### config.mk
export PLATFORM = sky130hd
export DESIGN_NAME = stream_tx
export DESIGN_NICKNAME = d
export VERILOG_FILES = /design/src/rtl/stream_tx_pkg.sv /design/src/rtl/stream_tx_mem.sv /design/src/rtl/stream_tx.sv
export SDC_FILE = /design/constraint.sdc
export NUM_CORES = 1
export LEC_CHECK = 0
export CAP_MARGIN = 10
export CELL_PAD_IN_SITES_DETAIL_PLACEMENT = 0
export CELL_PAD_IN_SITES_GLOBAL_PLACEMENT = 1
export CORE_MARGIN = 1.5
export CORE_UTILIZATION = 45
export CTS_CLUSTER_DIAMETER = 50
export DETAILED_ROUTE_END_ITERATION = 10
export MAX_ROUTING_LAYER = met4
export PLACE_DENSITY = 0.73
export SLEW_MARGIN = 20
export SYNTH_ARGS = -nofsm -noshare
export SYNTH_HDL_FRONTEND = slang
export SYNTH_SLANG_ARGS = --single-unit
### constraint.sdc
create_clock -name clk -period 9.6 [get_ports clk]
set_clock_uncertainty 0.2 [all_clocks]
set_input_delay 0.96 -clock clk [delete_from_list [all_inputs] [get_ports clk]]
set_output_delay 0.96 -clock clk [all_outputs]
set_load 0.02 [all_outputs]
### src/rtl/stream_tx_pkg.sv
// stream_tx_pkg: shared definitions for the stream_tx block.
//   DEF_DATA_W / DEF_DEPTH / DEF_ADDR_W : default word width and buffer geometry
//   state_e                             : transmitter FSM encoding
package stream_tx_pkg;

  localparam int DEF_DATA_W = 32;
  localparam int DEF_DEPTH  = 16;
  localparam int DEF_ADDR_W = 4;

  typedef enum logic [1:0] {
    FILL = 2'b00,
    SEND = 2'b01,
    DONE = 2'b10
  } state_e;

endpackage

### src/rtl/stream_tx_mem.sv
// stream_tx_mem: DEPTH x DATA_W register file holding the run to transmit.
//   clk            : clock, rising edge
//   we/waddr/wdata : synchronous write port
//   raddr/rdata    : asynchronous (combinational) read port
// Contents have no reset; only words below the fill count are ever read.
module stream_tx_mem #(
  parameter int DATA_W = 32,
  parameter int DEPTH  = 16,
  parameter int ADDR_W = 4
) (
  input  logic              clk,
  input  logic              we,
  input  logic [ADDR_W-1:0] waddr,
  input  logic [DATA_W-1:0] wdata,
  input  logic [ADDR_W-1:0] raddr,
  output logic [DATA_W-1:0] rdata
);

  logic [DEPTH-1:0][DATA_W-1:0] mem_q, mem_d;

  always_comb begin
    mem_d = mem_q;
    if (we) mem_d[waddr] = wdata;
  end

  always_ff @(posedge clk) mem_q <= mem_d;

  assign rdata = mem_q[raddr];

endmodule

### src/rtl/stream_tx.sv
// stream_tx: block-buffered valid/last stream transmitter.
//   clk, rst    : clock and synchronous active-high reset
//   wr_en/wr_data, wr_full : fill side; writes beyond DEPTH words are dropped
//   start       : request to transmit the buffered run
//   busy, done  : busy while sending; done pulses once after the final transfer
//   out/valid_out/last_out, ready : stream side, transfer on valid_out & ready
// Optional: STREAM_TX_REPLAY_EN adds input `clear`; the buffer is then kept
// after each run (start re-sends it, writes append) until `clear` empties it.
module stream_tx
  import stream_tx_pkg::*;
#(
  parameter int DATA_W = DEF_DATA_W,
  parameter int DEPTH  = DEF_DEPTH,
  parameter int ADDR_W = DEF_ADDR_W
) (
  input  logic              clk,
  input  logic              rst,
`ifdef STREAM_TX_REPLAY_EN
  input  logic              clear,
`endif
  input  logic              wr_en,
  input  logic [DATA_W-1:0] wr_data,
  output logic              wr_full,
  input  logic              start,
  output logic              busy,
  output logic              done,
  output logic [DATA_W-1:0] out,
  output logic              valid_out,
  output logic              last_out,
  input  logic              ready
);

  localparam logic [ADDR_W:0] FULL_CNT = (ADDR_W+1)'(DEPTH);

  state_e              state_q, state_d;
  logic [ADDR_W:0]     count_q, count_d;
  logic [ADDR_W-1:0]   rd_ptr_q, rd_ptr_d;
  logic [DATA_W-1:0]   out_q, out_d;
  logic                valid_q, valid_d;
  logic                last_q, last_d;

  logic                full, clr, wr_acc, mem_we;
  logic [ADDR_W:0]     run_len;
  logic [ADDR_W-1:0]   raddr;
  logic [DATA_W-1:0]   rdata;

`ifdef STREAM_TX_REPLAY_EN
  assign clr = clear && (state_q == FILL);
`else
  assign clr = 1'b0;
`endif

  assign full    = (count_q == FULL_CNT);
  assign wr_acc  = (state_q == FILL) && wr_en && !full && !clr;
  assign run_len = count_q + (ADDR_W+1)'(wr_acc);

  stream_tx_mem #(.DATA_W(DATA_W), .DEPTH(DEPTH), .ADDR_W(ADDR_W)) u_mem (
    .clk   (clk),
    .we    (mem_we),
    .waddr (count_q[ADDR_W-1:0]),
    .wdata (wr_data),
    .raddr (raddr),
    .rdata (rdata)
  );

  always_comb begin
    state_d  = state_q;
    count_d  = count_q;
    rd_ptr_d = rd_ptr_q;
    out_d    = out_q;
    valid_d  = valid_q;
    last_d   = last_q;
    mem_we   = 1'b0;
    raddr    = '0;
    case (state_q)
      FILL: begin
        if (clr) begin
          count_d = '0;
        end else begin
          if (wr_acc) begin
            mem_we  = 1'b1;
            count_d = count_q + 1'b1;
          end
          if (start && run_len != '0) begin
            state_d  = SEND;
            rd_ptr_d = '0;
            valid_d  = 1'b1;
            last_d   = (run_len == (ADDR_W+1)'(1));
            // Word 0 is still being written when the buffer was empty, so
            // bypass the register file in that case.
            out_d    = (count_q == '0) ? wr_data : rdata;
          end
        end
      end
      SEND: begin
        // Read port looks one word ahead of the presented word.
        raddr = rd_ptr_q + 1'b1;
        if (valid_q && ready) begin
          if (last_q) begin
            valid_d = 1'b0;
            last_d  = 1'b0;
            state_d = DONE;
          end else begin
            rd_ptr_d = rd_ptr_q + 1'b1;
            out_d    = rdata;
            last_d   = ({1'b0, rd_ptr_q} + (ADDR_W+1)'(2)) == count_q;
          end
        end
      end
      DONE: begin
        state_d  = FILL;
        rd_ptr_d = '0;
`ifndef STREAM_TX_REPLAY_EN
        count_d  = '0;
`endif
      end
      default: state_d = FILL;
    endcase
  end

  always_ff @(posedge clk) begin
    if (rst) begin
      state_q  <= FILL;
      count_q  <= '0;
      rd_ptr_q <= '0;
      out_q    <= '0;
      valid_q  <= 1'b0;
      last_q   <= 1'b0;
    end else begin
      state_q  <= state_d;
      count_q  <= count_d;
      rd_ptr_q <= rd_ptr_d;
      out_q    <= out_d;
      valid_q  <= valid_d;
      last_q   <= last_d;
    end
  end

  assign out       = out_q;
  assign valid_out = valid_q;
  assign last_out  = last_q;
  assign busy      = (state_q == SEND);
  assign done      = (state_q == DONE);
  assign wr_full   = full;

endmodule

# Yosys cells after proc, flatten, opt, wreduce, memory -nomap -nowiden
# Cells that the tools add are included.
# totals
reg_bits	557
# op_classes
add_sub_neg	4
n_lt_le_gt_ge	3
eq_ne	10
n_mux	31
reduce_logical	18
# ops
operator	n
bitwise mux 512 bit	1
2-to-1 mux 32 bit	6
binary-select mux 32 bit (select 4 bit)	1
demux 32 bit (select 4 bit)	1
one-hot mux 32 bit (2 select lines)	1
2-to-1 mux 4 bit	4
one-hot mux 4 bit (3 select lines)	1
AND reduction 4 bit	3
< comparator 4 x 5 -> 1 bit (second input constant)	2
one-hot mux 5 bit (2 select lines)	1
2-to-1 mux 1 bit	8
2-to-1 mux 2 bit	3
!= test 2 x 1 -> 1 bit (second input constant)	3
AND reduction 3 bit	2
adder 4 x 2 -> 5 bit (second input constant)	1
adder 5 x 1 -> 5 bit	1
adder 5 x 1 -> 5 bit (second input constant)	1
equality test 5 x 1 -> 1 bit (second input constant)	1
equality test 5 bit	1
equality test 5 bit (second input constant)	1
logical AND 1 bit	5
logical NOT 5 bit	1
2-to-1 mux 5 bit	1
nonzero test 5 bit	1
12 further kinds	15

# Logic depth before layout (Yosys ltp)
# logic_depth
ltp_word	8
depth_mapped	14
mapped_depth_nobuf	13

# Cells and area by module
# From an unflattened synthesis, not the netlist that was laid out.
# unflattened
cells_unflattened	1063
hier_area_um2	21784.6
# by_module_without_submodules
module	n_inst	cells_each	area_per_inst_um2	seq_area_each_um2
stream_tx_mem	1	806	19213.4	15374.7
stream_tx	1	257	2571.2	900.9

# Worst setup path before layout
# OpenSTA, ideal clock, no wires.
# synth_path
path_type	input to register
startpoint	in wr_en
endpoint	reg u_mem.mem_q[64] (netlist bit), enable pin
arrival_ns	3.636
required_ns	8.939
slack_ns	5.303
path_stages	4
n_path_buf	0
cell_sequence	nand2_1 -> nor2_2 -> nand2_1 -> nor3_1
# synth_via
elab_chain_cells	4
# synth_lines
element	line_no	text
from (decl)	stream_tx.sv:21	input logic wr_en,
logical AND 1 bit (2 in a row)	stream_tx.sv:54	assign wr_acc = (state_q == FILL) && wr_en && !full && !clr;
2-to-1 mux 1 bit	stream_tx.sv:80	if (wr_acc) begin
2-to-1 mux 1 bit	stream_tx.sv:75	case (state_q)
to (signal assigned)	stream_tx_mem.sv:26	always_ff @(posedge clk) mem_q <= mem_d;
to (decl)	stream_tx_mem.sv:19	logic [DEPTH-1:0][DATA_W-1:0] mem_q, mem_d;
# No other way between the ends.
# A chain may end at the register's enable or synchronous reset.

# Worst setup path in the final report
# layout_path
startpoint	reg count_q[1]
endpoint	reg out_q[16], in the netlist out[16]
# layout_via
elab_chain_cells	8
# layout_lines
element	line_no	text
from (decl)	stream_tx.sv:36	logic [ADDR_W:0] count_q, count_d;
from (signal assigned)	stream_tx.sv:131	count_q <= count_d;
equality test 5 bit	stream_tx.sv:53	assign full = (count_q == FULL_CNT);
logical NOT 1 bit	stream_tx.sv:54	
logical AND 1 bit	stream_tx.sv:54	
adder 5 x 1 -> 5 bit	stream_tx.sv:55	assign run_len = count_q + (ADDR_W+1)'(wr_acc);
nonzero test 5 bit	stream_tx.sv:84	if (start && run_len != '0) begin
logical AND 1 bit	stream_tx.sv:84	
!= test 2 x 1 -> 1 bit (no line)	n/a	
AND reduction 4 bit (no line)	n/a	
to (signal assigned)	stream_tx.sv:133	out_q <= out_d;
to (decl)	stream_tx.sv:38	logic [DATA_W-1:0] out_q, out_d;
# Parallel ways exist; a longest one is shown, timed or not. The select of a mux whose other input is x is not followed.

==> summary.txt <==
Leakage power - 7.696 nW
Ports - 74
Total Power - 5.532 mW
Most common library cells after synthesis - edfxtp_1, o22ai_1, mux2i_1, nand2_1, a21oi_1
Vias per cell - 6.059
Die area - 49,940 um2
Post-synth EDFFs - 512
Most used cell along the critical path - ha_1
Final setup violation count - 0
Crit path max-delay family - simple AND/OR/NAND/NOR gates
Die Wd - 223.5 um
Post-synthesis net count - 1,448
Syn avg cell area - 15.59 um2
Count of cell types in the netlist - 51
Setup CP Type - reg -> reg
Data required, critical path - 9930 ps
Crit. End Element - flip-flop
Post-layout min period - 4004 ps
GRT overflow - 0
TritonCTS clock tree - built
Arrival time at the worst endpoint - 4330 ps
Clk_lat worst skew - 610 ps
RSZ-0062 raised after global routing - false
Fin nets - 1,502
Status - complete, no violations
Critical Path Fanout Max - 32
Crit path buffers/inverters - 2
Wirelength, routed - 54,410 um
Buffers on Ports - 73
Slowest CP cell - nor3_1
Max Slew Vio Count - 0
Leading area contributor after synthesis - edfxtp_1
Core Region - 47,850 um2
Final hold violations - 0
Tightest Pin Transition - 1135 ps
Clock net sink count - 557
Dpl ws - 5107 ps
Share of cells above drive strength 1 - 9.641%
Detailed-route via count - 12,851
Synth Flop Type - edfxtp_1
Layout area overhead - 14.51%
Initial antenna violation count - 2
Hold Buf Count CTS - 0
CP max stage delay - 530 ps
Crit share post-route - 41.71%
Antenna Violating Nets Remaining - 0
H-tree Lvls - 2
Die height - 223.5 um
Worst hold path class - reg -> reg
Fillers - 3,899
Synthesized cell area - 21,870 um2
Post-CTS Resized - 0
CTS Buf Count - 57
Postcts setup bufs - 0
Largest net degree at the start of global routing - 99
F_max - 249.8 MHz
Yosys reg bits - 557
Post-synth ARST share - 0%
Top-count cell post-synth - edfxtp_1
Crit-path cells - inv_1 -> ha_1 -> nand2_1 -> nor3_1 -> nor2_2 -> ha_1 -> ha_1 -> nand3_1 -> xnor2_1 -> nor3_1 -> a2111oi_0 -> nor2_4 -> buf_4 -> o2bb2ai_1
Pwr per Cell Area - 220.9 nW/um2
Maxcap violations - 0
Rows - 80
Clock Path Buffers - 3
Syn Inst Count - 1,403
Root buf cell - clkbuf_16
Post-DP HPWL - 25,070 um
Max-Slew Margin vs Limit - 24.35%
First-pass GRT wire length - 81,100 um
Register area share after synthesis - 74.41%
Yosys top cell area share - 70.29%
Vias in the first global route - 12,710
Total GRT Usage - 22.68%
WL per Instance - 25.65 um
Kind of start point of the critical path - flip-flop
Setup TNS - 0 ps
DRC Markers - 0
RD Place Congestion - 0.7569
Pre-Repair DR Iteration Count - 5
Top post-synthesis cells by area - edfxtp_1, mux2i_1, dfxtp_1
Clk slew on worst S/H paths - 60 ps
Peak VDD IR - 151.0 uV
Final WS setup - 5596 ps
DRT iter0 DRCs - 1,189
Synth warn - 0
Starting Density - 45.71%
[flip-flops by register name (all words and copies together), names as in the netlist]
register and cells:
u_mem.mem_q 512, last_out 1, rd_ptr_q 4, count_q 5, state_q 2, valid_out 1, out 32
[cell usage in the layout, fill, tap and decap left out, types with 26 or more instances in the layout]
cell type        instances
mux2i_1                 98
clkdlybuf4s50_1         73
o22ai_1                128
nor4_1                  35
a21oi_1                 70
a22o_1                  32
nand2_1                 79
o2bb2ai_1               32
dfxtp_1                 44
a221oi_1                32
clkbuf_16               58
o21ai_0                 26
a211oi_1                66
nor2b_1                 33
buf_4                   29
edfxtp_1               512
[power breakdown]
part	switching, mW	internal [mW]
registers	0.0504	2.71
logic	0.373	0.192
clock network	0.911	1.29
total	1.33	4.20
[cells by family (layout without fill, tap and decap cells)]
group | after synthesis | count (layout) | share of synthesized area (%)
xor+xnor | 10 | 10 | 0.4004
other cells | 0 | 2 | 0
flops | 557 | 557 | 74.41
simple gates | 217 | 217 | 5.114
fa+ha+maj | 8 | 8 | 0.4577
mux | 98 | 98 | 4.485
compound gates | 402 | 402 | 12.44
buf+inv | 111 | 212 | 2.689
[final timing paths]
kind / to / from / cells after the start / slack, ps
max: out[16]$_SDFFE_PP0P_ / count_q[1]$_SDFFE_PP0P_ / 14 / 5600
min: out[7]$_SDFFE_PP0P_ / out[7]$_SDFFE_PP0P_ / 1 / 280
max reg2reg: out[16]$_SDFFE_PP0P_ / count_q[1]$_SDFFE_PP0P_ / 14 / 5600
min reg2reg: out[7]$_SDFFE_PP0P_ / out[7]$_SDFFE_PP0P_ / 1 / 280
[metal layers]
metal | track usage [%] | routed length (um) | vias to the layer above | share of wire, %
met4 | 7.367 | 1350 | 0 | 2.5
met5 | - | 0 | - | 0
met3 | 3.134 | 2911 | 92 | 5.4
met1 | 29.29 | 23190 | 6597 | 43
met2 | 37.22 | 26960 | 389 | 50
li1 | - | - | 5773 | -
[stage by stage]
stage / instance area (um2) / utilization (%) / hold slack, ps / std cells
2_1_floorplan: 21870 / - / 311.8 / 1403
3_3_place_gp: 23170 / 48.42 / 256.9 / 2013
3_5_place_dp: 23170 / 48.42 / 263.4 / 2013
4_1_cts: 25040 / 52.34 / 276.4 / 2119
5_1_grt: 25050 / 52.35 / 290.1 / 2121
6_report: 25050 / 52.35 / 277.6 / 2121
[area by class of cell]
cell class / count / area (um2) / share of cell area, %
diodes: 2 / 5.005 / 0.01998
clock buffers: 80 / 1544 / 6.164
clock inverters: 26 / 330.3 / 1.319
inverters: 4 / 17.52 / 0.06994
multi-input cells: 735 / 5152 / 20.57
flip-flops and latches: 557 / 16280 / 65.00
well taps: 615 / 769.5 / 3.072
repair buffers: 102 / 948.4 / 3.787
Power figures use the tool's default switching activity.
